## config.mk

```make
export PLATFORM = sky130hd
export DESIGN_NAME = uart_mmio_ctrl
export DESIGN_NICKNAME = d
export VERILOG_FILES = /design/src/rtl/uart_mmio_ctrl.sv
export SDC_FILE = /design/constraint.sdc
export NUM_CORES = 1
export LEC_CHECK = 0
export CORE_ASPECT_RATIO = 0.5
export CORE_MARGIN = 8
export CORE_UTILIZATION = 45
export CTS_CLUSTER_SIZE = 28
export DETAILED_ROUTE_END_ITERATION = 12
export HOLD_SLACK_MARGIN = 0.03
export PLACE_DENSITY = 0.69
export SYNTH_ARGS = -nofsm -noshare
export SYNTH_HDL_FRONTEND = slang
export SYNTH_SLANG_ARGS = --single-unit
```

## constraint.sdc

```tcl
create_clock -name Clock -period 4.03 [get_ports Clock]
set_clock_uncertainty 0.1 [all_clocks]
set_input_delay 0.806 -clock Clock [delete_from_list [all_inputs] [get_ports Clock]]
set_output_delay 0.806 -clock Clock [all_outputs]
set_load 0.02 [all_outputs]
```

## src/rtl/uart_mmio_ctrl.sv

```systemverilog
// Memory-mapped UART controller: status/RX/TX registers, TX/RX FIFOs and the TX handshake FSM.
// Optional build macro UART_RX_OVERRUN_EN: always-ready RX with sticky overrun flag instead of back-pressure.
module uart_mmio_ctrl #(
    parameter int TX_DEPTH = 8,
    parameter int RX_DEPTH = 8
) (
    input  logic        Clock,
    input  logic        Reset,
    input  logic [31:0] Addr,
    input  logic [31:0] WData,
    input  logic        WE,
    input  logic        RE,
    output logic [31:0] RData,
    output logic [7:0]  DataIn,
    output logic        DataInValid,
    input  logic        DataInReady,
    input  logic [7:0]  DataOut,
    input  logic        DataOutValid,
    output logic        DataOutReady
);
    localparam int TX_PW = $clog2(TX_DEPTH);
    localparam int TX_CW = TX_PW + 1;
    localparam int RX_PW = $clog2(RX_DEPTH);
    localparam int RX_CW = RX_PW + 1;

    localparam logic [31:0] ADDR_STAT = 32'h8000_0000;
    localparam logic [31:0] ADDR_RX   = 32'h8000_0004;
    localparam logic [31:0] ADDR_TX   = 32'h8000_0008;

    localparam logic [TX_CW-1:0] TX_FULL_CNT = TX_CW'(TX_DEPTH);
    localparam logic [TX_CW-1:0] TX_CNT_ONE  = TX_CW'(1);
    localparam logic [TX_PW-1:0] TX_PTR_ONE  = TX_PW'(1);
    localparam logic [RX_CW-1:0] RX_FULL_CNT = RX_CW'(RX_DEPTH);
    localparam logic [RX_CW-1:0] RX_CNT_ONE  = RX_CW'(1);
    localparam logic [RX_PW-1:0] RX_PTR_ONE  = RX_PW'(1);

    typedef enum logic [0:0] {
        TX_IDLE = 1'b0,
        TX_SEND = 1'b1
    } tx_state_t;

    logic             sel_stat_s, sel_rx_s, sel_tx_s;
    logic [7:0]       tx_mem_r [TX_DEPTH];
    logic [TX_PW-1:0] tx_wr_ptr_r, tx_rd_ptr_r;
    logic [TX_CW-1:0] tx_cnt_r;
    logic             tx_push_s, tx_pop_s, tx_full_s, tx_empty_s;
    logic [7:0]       rx_mem_r [RX_DEPTH];
    logic [RX_PW-1:0] rx_wr_ptr_r, rx_rd_ptr_r;
    logic [RX_CW-1:0] rx_cnt_r;
    logic             rx_push_s, rx_pop_s, rx_full_s, rx_empty_s;
    tx_state_t        tx_state_r, tx_state_s;
    logic [7:0]       hold_r;
    logic             ovr_s;
    logic             unused_s;

    assign sel_stat_s = (Addr == ADDR_STAT);
    assign sel_rx_s   = (Addr == ADDR_RX);
    assign sel_tx_s   = (Addr == ADDR_TX);
    assign tx_full_s  = (tx_cnt_r == TX_FULL_CNT);
    assign tx_empty_s = (tx_cnt_r == {TX_CW{1'b0}});
    assign rx_full_s  = (rx_cnt_r == RX_FULL_CNT);
    assign rx_empty_s = (rx_cnt_r == {RX_CW{1'b0}});
    assign unused_s   = ^WData[31:8];

    // A pop in the same cycle frees the slot, so a push at full is still accepted.
    assign tx_push_s  = WE && sel_tx_s && (!tx_full_s || tx_pop_s);
    assign rx_pop_s   = RE && sel_rx_s && !rx_empty_s;

    assign DataIn      = hold_r;
    assign DataInValid = (tx_state_r == TX_SEND);

`ifdef UART_RX_OVERRUN_EN
    logic ovr_r;
    logic ovr_set_s;

    assign DataOutReady = 1'b1;
    assign rx_push_s    = DataOutValid && (!rx_full_s || rx_pop_s);
    assign ovr_set_s    = DataOutValid && rx_full_s && !rx_pop_s;
    assign ovr_s        = ovr_r;

    // Sticky overrun flag; a fresh overrun beats the clearing status read.
    always_ff @(posedge Clock) begin
        if (Reset) begin
            ovr_r <= 1'b0;
        end else if (ovr_set_s) begin
            ovr_r <= 1'b1;
        end else if (RE && sel_stat_s) begin
            ovr_r <= 1'b0;
        end
    end
`else
    assign DataOutReady = !rx_full_s;
    assign rx_push_s    = DataOutValid && DataOutReady;
    assign ovr_s        = 1'b0;
`endif

    // TX FIFO storage.
    always_ff @(posedge Clock) begin
        if (tx_push_s) tx_mem_r[tx_wr_ptr_r] <= WData[7:0];
    end

    // TX FIFO pointers and occupancy.
    always_ff @(posedge Clock) begin
        if (Reset) begin
            tx_wr_ptr_r <= {TX_PW{1'b0}};
            tx_rd_ptr_r <= {TX_PW{1'b0}};
            tx_cnt_r    <= {TX_CW{1'b0}};
        end else begin
            if (tx_push_s) tx_wr_ptr_r <= tx_wr_ptr_r + TX_PTR_ONE;
            if (tx_pop_s)  tx_rd_ptr_r <= tx_rd_ptr_r + TX_PTR_ONE;
            case ({tx_push_s, tx_pop_s})
                2'b10:   tx_cnt_r <= tx_cnt_r + TX_CNT_ONE;
                2'b01:   tx_cnt_r <= tx_cnt_r - TX_CNT_ONE;
                default: tx_cnt_r <= tx_cnt_r;
            endcase
        end
    end

    // RX FIFO storage.
    always_ff @(posedge Clock) begin
        if (rx_push_s) rx_mem_r[rx_wr_ptr_r] <= DataOut;
    end

    // RX FIFO pointers and occupancy.
    always_ff @(posedge Clock) begin
        if (Reset) begin
            rx_wr_ptr_r <= {RX_PW{1'b0}};
            rx_rd_ptr_r <= {RX_PW{1'b0}};
            rx_cnt_r    <= {RX_CW{1'b0}};
        end else begin
            if (rx_push_s) rx_wr_ptr_r <= rx_wr_ptr_r + RX_PTR_ONE;
            if (rx_pop_s)  rx_rd_ptr_r <= rx_rd_ptr_r + RX_PTR_ONE;
            case ({rx_push_s, rx_pop_s})
                2'b10:   rx_cnt_r <= rx_cnt_r + RX_CNT_ONE;
                2'b01:   rx_cnt_r <= rx_cnt_r - RX_CNT_ONE;
                default: rx_cnt_r <= rx_cnt_r;
            endcase
        end
    end

    // TX FSM state and the hold register that keeps DataIn stable during SEND.
    always_ff @(posedge Clock) begin
        if (Reset) begin
            tx_state_r <= TX_IDLE;
            hold_r     <= 8'h00;
        end else begin
            tx_state_r <= tx_state_s;
            if (tx_pop_s) hold_r <= tx_mem_r[tx_rd_ptr_r];
        end
    end

    // TX FSM next state and FIFO pop.
    always_comb begin
        tx_state_s = tx_state_r;
        tx_pop_s   = 1'b0;
        case (tx_state_r)
            TX_IDLE: begin
                if (!tx_empty_s) begin
                    tx_pop_s   = 1'b1;
                    tx_state_s = TX_SEND;
                end else begin
                    tx_state_s = TX_IDLE;
                end
            end
            TX_SEND: begin
                if (DataInReady) begin
                    tx_state_s = TX_IDLE;
                end else begin
                    tx_state_s = TX_SEND;
                end
            end
            default: tx_state_s = TX_IDLE;
        endcase
    end

    // Load data decode; unmapped or write-only addresses read as zero.
    always_comb begin
        RData = 32'h0000_0000;
        if (sel_stat_s) begin
            RData = {29'h0000_0000, ovr_s, !rx_empty_s, !tx_full_s};
        end else if (sel_rx_s && !rx_empty_s) begin
            RData = {24'h00_0000, rx_mem_r[rx_rd_ptr_r]};
        end else begin
            RData = 32'h0000_0000;
        end
    end
endmodule
```

==> summary.md, run 1 <==
| Metric | Value |
|---|---|
| CP most frequent cell | `clkdlybuf4s50_1` |
| Slowest CP cell | `clkdlybuf4s50_1` |
| CTS tree | `built` |
| H-tree depth | `4` |
| Cell Rows | `32` |
| Critical-path maximum fanout | `6` |
| Fraction of layout cells with a size suffix above 1 | `0.204` |
| Number of enable flip-flop cells after synthesis | `128` |
| Worst R2R End | `rx_cnt_r[2]$_SDFFE_PP0P_` |
| Post-Syn Area | `6870 um^2` |
| Area growth from synthesis to layout | `23.4%` |
| Met3 usage | `0.0335` |
| Most frequent cell after synthesis | `edfxtp_1` |
| N_diodes | `0` |
| Slew Viols, Final | `0` |
| Worst hold endpoint | `DataIn[0]$_SDFFE_PP0P_` |
| ANT nets after route | `0` |
| Slowest stage delay, CP | `0.62 ns` |
| GRT Overall Usage | `0.136` |
| Type of destination of the critical path | `output port` |
| Core outline area | `15,200 um^2` |
| Initial antenna violation count | `0` |
| Layer carrying the most global-route usage | `met2` |
| DRT Pass-1 Iters | `5` |
| Sequential share of the synthesized area | `0.653` |
| Critical path required time | `3.12 ns` |
| Register bit total from synthesis | `160` |
| Combinational family with the most area after synthesis | `multiplexers` |
| Vias per cell | `5.08` |
| Final Hold Fails | `0` |
| Leak pwr | `0.00286 uW` |
| PortBufs | `71` |
| Post-synthesis cell count | `426` |
| CTS Buffer Depth | `2` |
| Asr flop ratio synth | `0` |
| # setup viols final | `0` |
| Actual slew at the worst max-slew pin | `1.06 ns` |
| Maximum clock frequency | `257 MHz` |
| Reg-to-reg startpoint | `rx_cnt_r[1]$_SDFFE_PP0P_` |
| Initial drt markers | `209` |
| Post-Synth XOR/XNOR Area | `0.0140` |
| PwrDens | `465 nW/um^2` |
| CP startpoint kind | `input port` |
| Residual DRC | `0` |
| Final HPWL DP | `8700 um` |
| Hold_buf cts | `0` |
| GR met2 Demand/Resource | `0.251` |
| CP cell instances | `clkdlybuf4s50_1 > nor4_4 > nand4_4 > nor3_2 > nand3_1 > buf_4 > nor2_1 > clkdlybuf4s50_1` |
| M1 GR Usage | `0.157` |
| Sum Neg Setup Slack | `0 ns` |
| Crit path DAT | `2.98 ns` |
| Synth top area share | `0.560` |
| Ports | `120` |
| Synth unique cells | `48` |
| PostCTS Resize Cnt | `0` |
| CP delay by family, top | `buffers and inverters` |
| Avg Inst Size Synth | `16.1 um^2` |
| DRT Wirelength | `12,800 um` |
| Kind of critical path | `in -> out` |
| Clk root buf | `clkbuf_16` |
| Worst IR drop on VDD | `264 uV` |
| Global placer's final weighted congestion | `0.752` |
| Yosys warning total | `0` |
| FILL cells | `1,186` |
| Area contributors post-synth | `edfxtp_1, mux4_2, dfxtp_1` |
| First-pass GRT wire length | `20,300 um` |
| Overflow after GRT | `0` |
| Hold path cells | `2` |
| RSZ-0062 raised after global routing | `no` |
| Via count | `3,755` |
| Reg2reg path depth | `10` |
| Worst hold start | `DataIn[0]$_SDFFE_PP0P_` |
| Post-synthesis simple-gate area fraction | `0.106` |
| Starting Density | `0.453` |
| Synth Flop Type | `edfxtp_1` |
| Clock transition at the registers of the reported paths | `0.06 ns` |
| Relative slew slack | `0.292` |
| Synth top cells by count | `edfxtp_1, nor2_1, dfxtp_1, mux4_2, buf_4` |
| Complex-gate fraction of the synthesized area | `0.0341` |
| Wire per inst | `17.3 um` |
| Maxcap violations | `0` |
| Post-CTS setup repair buffer count | `0` |
| Bufs and invs on worst path | `3` |
| Post-synthesis mux area share | `0.134` |
| Final #Nets | `610` |
| Tmin final | `3.89 ns` |
| Yosys top cell by area | `edfxtp_1` |
| Clk_lat worst skew | `0.42 ns` |
| Worst hold-check path type | `reg -> reg` |
| Post-Place Setup Slack | `0.0407 ns` |
| Synth Area in Adders | `0.0193` |
| Clock Sinks | `160` |
| Crit share post-route | `0.965` |
| Setup ws final | `0.141 ns` |
| Reg2reg setup slack | `1.42 ns` |
| Die outline area | `19,700 um^2` |
| Status | `complete, no violations` |
| Number of global-route vias before repair | `3,934` |
| Die height | `103 um` |
| Die X | `191 um` |
| CTS buffer count | `17` |
| Largest net degree at the start of global routing | `21` |
## worst max path at each step
stage / startpoint / endpoint / slack [ns] / cells past startpoint
after floorplan: Addr[26] / rx_cnt_r[2]$_SDFFE_PP0P_ / 0.83 / 12
after global placement: Addr[25] / RData[6] / 0.04 / 8
after detailed placement: Addr[26] / RData[5] / 0.04 / 8
after CTS: Addr[26] / RData[5] / 0.03 / 8
after global routing: Addr[1] / RData[4] / 0.008 / 8
final: Addr[1] / RData[4] / 0.14 / 8
## power breakdown
part	switching [uW]	internal (uW)
Sequential	52.6	1830
Clock	673	936
Combinational	229	222
## cells by family after synthesis
kind of cell / after synthesis
other: 1
and+or+nand+nor: 110
DFF: 160
AOI/OAI and AO/OA: 36
xor gates and xnor gates: 11
muxes: 52
adders and majority gates: 10
buffers and inverters: 46
## worst register-to-register path: stages (launching register included)
cell,delay [ns]
dfxtp_1,0.38
or4_1,0.59
nand2_1,0.12
nor2_1,0.07
ha_1,0.25
xor2_1,0.16
ha_1,0.18
a21oi_1,0.14
xor2_1,0.09
or3_1,0.30
a21oi_1,0.13
## per-stage QoR
step | instance area, um^2 | hold slack (ns) | power [uW] | utilization | cells
after floorplan | 6960 | 0.373 | 2210 | - | 449
after global placement | 7870 | 0.389 | 2360 | 0.518 | 707
after detailed placement | 7870 | 0.393 | 2380 | 0.518 | 707
after CTS | 8460 | 0.401 | 3980 | 0.558 | 739
after global routing | 8480 | 0.423 | 4100 | 0.559 | 739
final | 8480 | 0.397 | 3940 | 0.559 | 739
## cell type report
type                       count  area (um^2)  area share
clock buffer                  18          429      0.0506
clock inverter                14          168      0.0198
inverter                       4         15.0     0.00177
multi-input combinational    243         2220       0.262
sequential                   160         4480       0.529
tap                          204          255      0.0301
timing repair buffer          96          908       0.107
## state kept, by name, indices dropped and copies added (netlist names), named ones only
signal,flops
rx_mem_r,64
tx_mem_r,64
DataIn,8
rx_cnt_r,4
tx_cnt_r,4
rx_rd_ptr_r,3
rx_wr_ptr_r,3
tx_rd_ptr_r,3
tx_wr_ptr_r,3
DataInValid,1
## layer usage
layer,up-vias,part of all wire
li1,1807,-
met4,0,0.0074
met5,-,0
met2,81,0.52
met1,1858,0.42
met3,9,0.050
## cell usage in the layout, fill, tap and decap left out, types with 6 or more instances in the layout
master             n
mux2i_1           20
nor2_1            39
buf_4             25
conb_1            24
clkbuf_16         17
nand3_1            7
a211oi_1           9
clkdlybuf4s50_1   67
mux4_2            32
a21oi_1           14
nor4_4             8
xor2_1             6
nand2_1           14
edfxtp_1         128
inv_6              7
dfxtp_1           32
ha_1               9
nand2b_1           6
nor3_1             9
No activity file was read; power rests on OpenSTA's default activity.
==> run 2, diff against run 1 <==
--- a/config.mk
+++ b/config.mk
@@ -15,3 +15,4 @@
 export SYNTH_ARGS = -nofsm -noshare
 export SYNTH_HDL_FRONTEND = slang
 export SYNTH_SLANG_ARGS = --single-unit
+export TNS_END_PERCENT = 1
==> results of run 2 <==
Same layout as run 1: the final DEF is identical, and so are final timing and power.
